<file path="src/rtl/lfsr_pkg.sv">
// Shared LFSR definitions: FSM state encoding and the generic Fibonacci step.
// Used by the generator core and by the stimulus generators.
package lfsr_pkg;

  localparam int unsigned LFSR_MAX_W = 64;

  typedef enum logic [1:0] {
    IDLE,
    FREE,
    BURST
  } lfsr_fsm_t;

  // Callers zero-extend into LFSR_MAX_W and truncate the result back to their width.
  function automatic logic [LFSR_MAX_W-1:0] lfsr_next(
    input logic [LFSR_MAX_W-1:0] cur,
    input logic [LFSR_MAX_W-1:0] taps
  );
    return {cur[LFSR_MAX_W-2:0], ^(cur & taps)};
  endfunction

endpackage

</file>
<file path="src/rtl/lfsr_period_mon.sv">
// Period monitor: counts LFSR steps and records the cycle length each time
// the register returns to the reference seed.
module lfsr_period_mon #(
  parameter int unsigned      WIDTH    = 4,
  parameter logic [WIDTH-1:0] SEED_RST = 4'b0001
) (
  input  logic             clkslow,
  input  logic             rst,
  input  logic             clear,
  input  logic [WIDTH-1:0] clear_val,
  input  logic             step,
  input  logic [WIDTH-1:0] next_state,
  output logic             wrap,
  output logic [WIDTH-1:0] period,
  output logic             period_valid
);

  logic [WIDTH-1:0] ref_q;
  logic [WIDTH-1:0] cnt_q;
  logic [WIDTH-1:0] period_q;
  logic             valid_q;
  logic             wrap_q;

  always_ff @(posedge clkslow) begin
    if (rst) begin
      ref_q    <= SEED_RST;
      cnt_q    <= '0;
      period_q <= '0;
      valid_q  <= 1'b0;
      wrap_q   <= 1'b0;
    end else begin
      wrap_q <= 1'b0;
      if (clear) begin
        ref_q   <= clear_val;
        cnt_q   <= '0;
        valid_q <= 1'b0;
      end else if (step) begin
        // Compare against the post-step value so the wrap flags line up with the wrapped state.
        if (next_state == ref_q) begin
          period_q <= cnt_q + WIDTH'(1);
          valid_q  <= 1'b1;
          wrap_q   <= 1'b1;
          cnt_q    <= '0;
        end else begin
          cnt_q <= cnt_q + WIDTH'(1);
        end
      end
    end
  end

  assign wrap         = wrap_q;
  assign period       = period_q;
  assign period_valid = valid_q;

endmodule

</file>
<file path="src/rtl/lfsr_gen.sv">
// Parametrised Fibonacci LFSR with seed load, zero-seed protection,
// counted bursts with busy/done handshake, and on-line period measurement.
module lfsr_gen
  import lfsr_pkg::*;
#(
  parameter int unsigned      WIDTH    = 4,
  parameter logic [WIDTH-1:0] TAPS     = 4'b1001,
  parameter logic [WIDTH-1:0] SEED_RST = 4'b0001,
  parameter int unsigned      CW       = 8
) (
  input  logic             clkslow,
  input  logic             rst,
  input  logic             load,
  input  logic [WIDTH-1:0] seed,
  input  logic             en,
  input  logic             burst_start,
  input  logic [CW-1:0]    burst_len,
  output logic [WIDTH-1:0] state,
  output logic             bit_out,
  output logic             busy,
  output logic             done,
  output logic             wrap,
  output logic [WIDTH-1:0] period,
  output logic             period_valid,
  output logic             seed_fixed
);

  if (WIDTH < 2 || WIDTH > LFSR_MAX_W) begin : g_chk_width
    $error("lfsr_gen: WIDTH out of range");
  end
  if (TAPS[WIDTH-1] != 1'b1) begin : g_chk_taps
    $error("lfsr_gen: TAPS MSB must be set");
  end
  if (SEED_RST == '0) begin : g_chk_seed
    $error("lfsr_gen: SEED_RST must be non-zero");
  end

  lfsr_fsm_t        fsm_q, fsm_d;
  logic [WIDTH-1:0] lfsr_q, lfsr_d;
  logic [CW-1:0]    rem_q, rem_d;
  logic             done_q, done_d;
  logic             fixed_q, fixed_d;
  logic [WIDTH-1:0] step_val;
  logic [WIDTH-1:0] load_val;
  logic             step;

  assign step_val = WIDTH'(lfsr_next(LFSR_MAX_W'(lfsr_q), LFSR_MAX_W'(TAPS)));
  assign load_val = (seed == '0) ? SEED_RST : seed;

  always_ff @(posedge clkslow) begin
    if (rst) begin
      fsm_q   <= IDLE;
      lfsr_q  <= SEED_RST;
      rem_q   <= '0;
      done_q  <= 1'b0;
      fixed_q <= 1'b0;
    end else begin
      fsm_q   <= fsm_d;
      lfsr_q  <= lfsr_d;
      rem_q   <= rem_d;
      done_q  <= done_d;
      fixed_q <= fixed_d;
    end
  end

  always_comb begin
    fsm_d   = fsm_q;
    lfsr_d  = lfsr_q;
    rem_d   = rem_q;
    done_d  = 1'b0;
    fixed_d = fixed_q;
    step    = 1'b0;
    if (load) begin
      lfsr_d  = load_val;
      fixed_d = (seed == '0);
      fsm_d   = IDLE;
      rem_d   = '0;
    end else begin
      unique case (fsm_q)
        BURST: begin
          step   = 1'b1;
          lfsr_d = step_val;
          rem_d  = rem_q - CW'(1);
          if (rem_q == CW'(1)) begin
            fsm_d  = IDLE;
            done_d = 1'b1;
          end
        end
        default: begin
          // A zero-length burst only acknowledges; it neither steps nor changes mode.
          if (burst_start) begin
            if (burst_len != '0) begin
              fsm_d = BURST;
              rem_d = burst_len;
            end else begin
              done_d = 1'b1;
            end
          end else if (en) begin
            step   = 1'b1;
            lfsr_d = step_val;
            fsm_d  = FREE;
          end else begin
            fsm_d = IDLE;
          end
        end
      endcase
    end
  end

  lfsr_period_mon #(
    .WIDTH    (WIDTH),
    .SEED_RST (SEED_RST)
  ) u_period_mon (
    .clkslow      (clkslow),
    .rst          (rst),
    .clear        (load),
    .clear_val    (load_val),
    .step         (step),
    .next_state   (step_val),
    .wrap         (wrap),
    .period       (period),
    .period_valid (period_valid)
  );

  assign state      = lfsr_q;
  assign bit_out    = lfsr_q[WIDTH-1];
  assign busy       = (fsm_q == BURST);
  assign done       = done_q;
  assign seed_fixed = fixed_q;

endmodule

</file>
<file path="config.mk">
export PLATFORM = sky130hd
export DESIGN_NAME = lfsr_gen
export DESIGN_NICKNAME = d
export VERILOG_FILES = /design/src/rtl/lfsr_pkg.sv /design/src/rtl/lfsr_period_mon.sv /design/src/rtl/lfsr_gen.sv
export SDC_FILE = /design/constraint.sdc
export NUM_CORES = 1
export LEC_CHECK = 0
export ABC_CLOCK_PERIOD_IN_PS = 1850
export BUFFER_PORTS_ARGS = -buffer_cell sky130_fd_sc_hd__buf_2
export CAP_MARGIN = 0
export CORE_MARGIN = 2
export CORE_UTILIZATION = 34
export CTS_BUF_LIST = sky130_fd_sc_hd__clkbuf_2
export DETAILED_ROUTE_END_ITERATION = 7
export SLEW_MARGIN = 20
export SYNTH_ARGS = -nofsm -noshare
export SYNTH_HDL_FRONTEND = slang
export SYNTH_SLANG_ARGS = --single-unit
</file>
<file path="constraint.sdc">
create_clock -name clkslow -period 1.85 [get_ports clkslow]
set_input_delay 0.0925 -clock clkslow [delete_from_list [all_inputs] [get_ports clkslow]]
set_output_delay 0.0925 -clock clkslow [all_outputs]
set_load 0.01 [all_outputs]
</file>
==> results.py <==
metrics = {
    "logic_synthesis": {
        "synth_top_area_share_pct": 40.0,
        "synth_largest_area_cell": "dfxtp_1",
        "synthTopCellsByArea": "dfxtp_1 (40%), nor2_1 (3.5%), a21oi_1 (3.3%)",
        "synth_edf_count": 0,
        "synth_cell_type_count": 46,
        "postSynth.asyncResetShare_pct": 0,
        "syn_area_um2": 1500,
        "synth_fp_nets": 184,
        "synthFlopType": "dfxtp_1",
        "synth_commonest_cells": "dfxtp_1 (30), nor2_1 (14), a21oi_1 (10)",
        "synth.most_common_cell": "dfxtp_1",
        "ys_warn_count": 0,
        "syn_area_per_cell_um2": 9.16,
        "ys_seq_area_share_pct": 40.0,
        "syn_inst": 164,
        "synth-seq-cells": 30,
    },
    "run": {
        "drv_cap": 0,
    },
    "floorplanning": {
        "io_pins": 31,
        "die_h_um": 70.5,
        "core_area_um2": 4290,
        "die_area_um2": 4970,
        "initial_core_util_pct": 35.0,
        "rows": 24,
        "die_w_um": 70.5,
    },
    "placement": {
        "place_area_um2": 1700,
        "dp_hpwl_um": 2540,
        "port-buffer-count": 30,
        "gp_congestion": 0.848,
    },
    "grt": {
        "grt-ovfl-total": 0,
        "antenna_found_initial": 0,
        "grt_pass1_wl_um": 5870,
        "grt_max_degree": 19,
        "grt_usage_pct": 14.8,
        "first_global_vias": 1346,
    },
    "clock_tree": {
        "cts_num_sinks": 30,
        "clkSlewWorstSetupHoldPaths_ns": 0.16,
        "cts.path.max_buffers": 2,
        "insertion_delay_ns": 0.37,
        "postCtsResizedCells": 0,
        "cts_tree": "yes",
        "cts_htree_levels": 2,
        "cts_buffers": 5,
        "cts_root_buf": "clkbuf_2",
    },
    "worst_setup_path": {
        "critPathLaunchType": "flop",
        "crit_slowest_cell": "mux2_2",
        "critPathCaptureType": "flop",
        "critical_path_depth": 4,
        "crit_required_ns": 2.11,
        "cp.arrival_ns": 1.80,
        "cp_top_family": "multiplexers",
        "path_buf_inv": 0,
        "worstPathCellList": "xnor2_1 > mux2_2 > nor2_2 > a211oi_1",
        "ff2ff_path_depth": 4,
        "critPathKind": "reg -> reg",
        "r2r_slack_ns": 0.31,
        "worstPathMaxFanout": 7,
        "cpPeakStageDelay_ns": 0.41,
    },
    "routing": {
        "drt-initial-drc-count": 92,
        "wire_per_inst_um": 13.9,
        "drtPass1Iterations": 4,
        "antenna_left": 0,
        "drcViolationCount": 0,
        "routed_wl_um": 3490,
        "viasPerCell": 5.44,
        "via_count": 1371,
    },
    "cells_and_area": {
        "nets": 220,
        "fillers": 436,
        "finalInstanceArea_um2": 1790,
        "drive_gt1_share_pct": 25.5,
        "area_growth_pct": 19.3,
        "antenna_cells": 0,
    },
    "sta": {
        "tns_ns": 0,
        "finalMaxSlewViolations": 0,
        "min_period_over_period_pct": 83.4,
        "fmax_ghz": 0.648,
        "finClkSkew_ns": 0.0137,
        "slew_headroom_pct": 69.7,
        "finalWorstPathRequiredPeriod_ns": 1.54,
        "tightest_slew_ns": 0.452,
        "finalSetupViolations": 0,
        "hold-worst-slack_ns": 0.00504,
        "hold_viol": 0,
        "rsz0062_at_grt": "no",
    },
    "outcome": {
        "outcome": "finished, final reports clean",
    },
    "min_path": {
        "holdCritPathClass": "in -> reg",
        "whs_path_depth": 3,
    },
    "power": {
        "power_density_nw_per_um2": 768,
        "ir_worst_vdd_mv": 0.378,
        "power_mw": 1.38,
        "p_leak_nw": 0.700,
    },
}
## power breakdown
part / switching (mW) / internal (mW)
clock: 0.228 / 0.218
sequential: 0.0272 / 0.674
combinational: 0.133 / 0.0976
## worst paths after layout
kind	endpoint	startpoint
setup / recovery	u_period_mon.period[2]$_SDFFE_PP0P_	state[3]$_SDFFE_PP0P_
hold / removal	rem_q[7]$_SDFFE_PP0P_	burst_len[7]
hold reg to reg	u_period_mon.period_valid$_SDFFE_PP0P_	u_period_mon.period_valid$_SDFFE_PP0P_
setup reg to reg	u_period_mon.period[2]$_SDFFE_PP0P_	state[3]$_SDFFE_PP0P_
## layout by cell type, fill, tap and decap left out, drive strengths merged, types with 2 or more instances in the layout
cell type and n:
buf 33, dfxtp 30, nor2 16, o21ai 12
a21oi 10, nor3 8, nand3 7, nand2 7
a211oi 7, inv 6, xnor2 5, mux2i 5
clkbuf 5, xor2 4, a311oi 3, o21a 3
ha 3, dlygate4sd3 3, o211ai 3, nor4 3
or4 2, a22oi 2, a32oi 2, o41ai 2
o22ai 2, nand2b 2, or2 2
## stage by stage
step	worst slack [ns]	instances	utilization (%)
floorplan	0.378	164	-
global placement	0.358	242	39.7
detailed placement	0.322	242	39.7
CTS	0.305	252	41.8
global route	0.169	252	41.8
finish	0.307	252	41.8
## area by class of cell
class                   count  area [µm²]  area share (%)
flip-flops and latches     30         601            33.5
repair buffers             36         203            11.3
clock inverters             2        33.8            1.88
multi-input cells         121         841            46.9
inverters                   6        25.0            1.40
clock buffers               5        25.0            1.40
well taps                  52        65.1            3.63
## routing by layer
| layer | track usage (%) | up-vias | wire (µm) |
|---|---|---|---|
| met5 | 0 | - | 0 |
| met4 | 5.56 | 0 | 70 |
| met3 | 5.48 | 9 | 200 |
| met2 | 24.0 | 40 | 1610 |
| met1 | 17.9 | 638 | 1620 |
| li1 | - | 684 | - |
## worst min-delay path: stages
cell and delay, ns:
buf_2 0.09, a32oi_1 0.05, a21oi_1 0.11
## state kept, by name, summed over array words and instances (netlist names)
signal	count
u_period_mon.wrap	1
u_period_mon.period_valid	1
state	4
rem_q	8
fsm_q	2
u_period_mon.cnt_q	4
seed_fixed	1
done	1
u_period_mon.ref_q	4
u_period_mon.period	4
## repair_timing
action / in CTS / in global routing
buffers inserted: 0 / 0
endpoints found under the hold margin: 4 / 0
hold buffers: 3 / 0
## logic make-up after synthesis
family          count (synthesis)  synth area share, %
compound gates                 52                 25.9
xor+xnor                        9                 5.25
fa+ha+maj                       3                 2.50
buf+inv                        13                 4.08
flops                          30                 40.0
mux                             6                 4.08
simple gates                   51                 18.2
No activity file was read; power rests on OpenSTA's default activity.
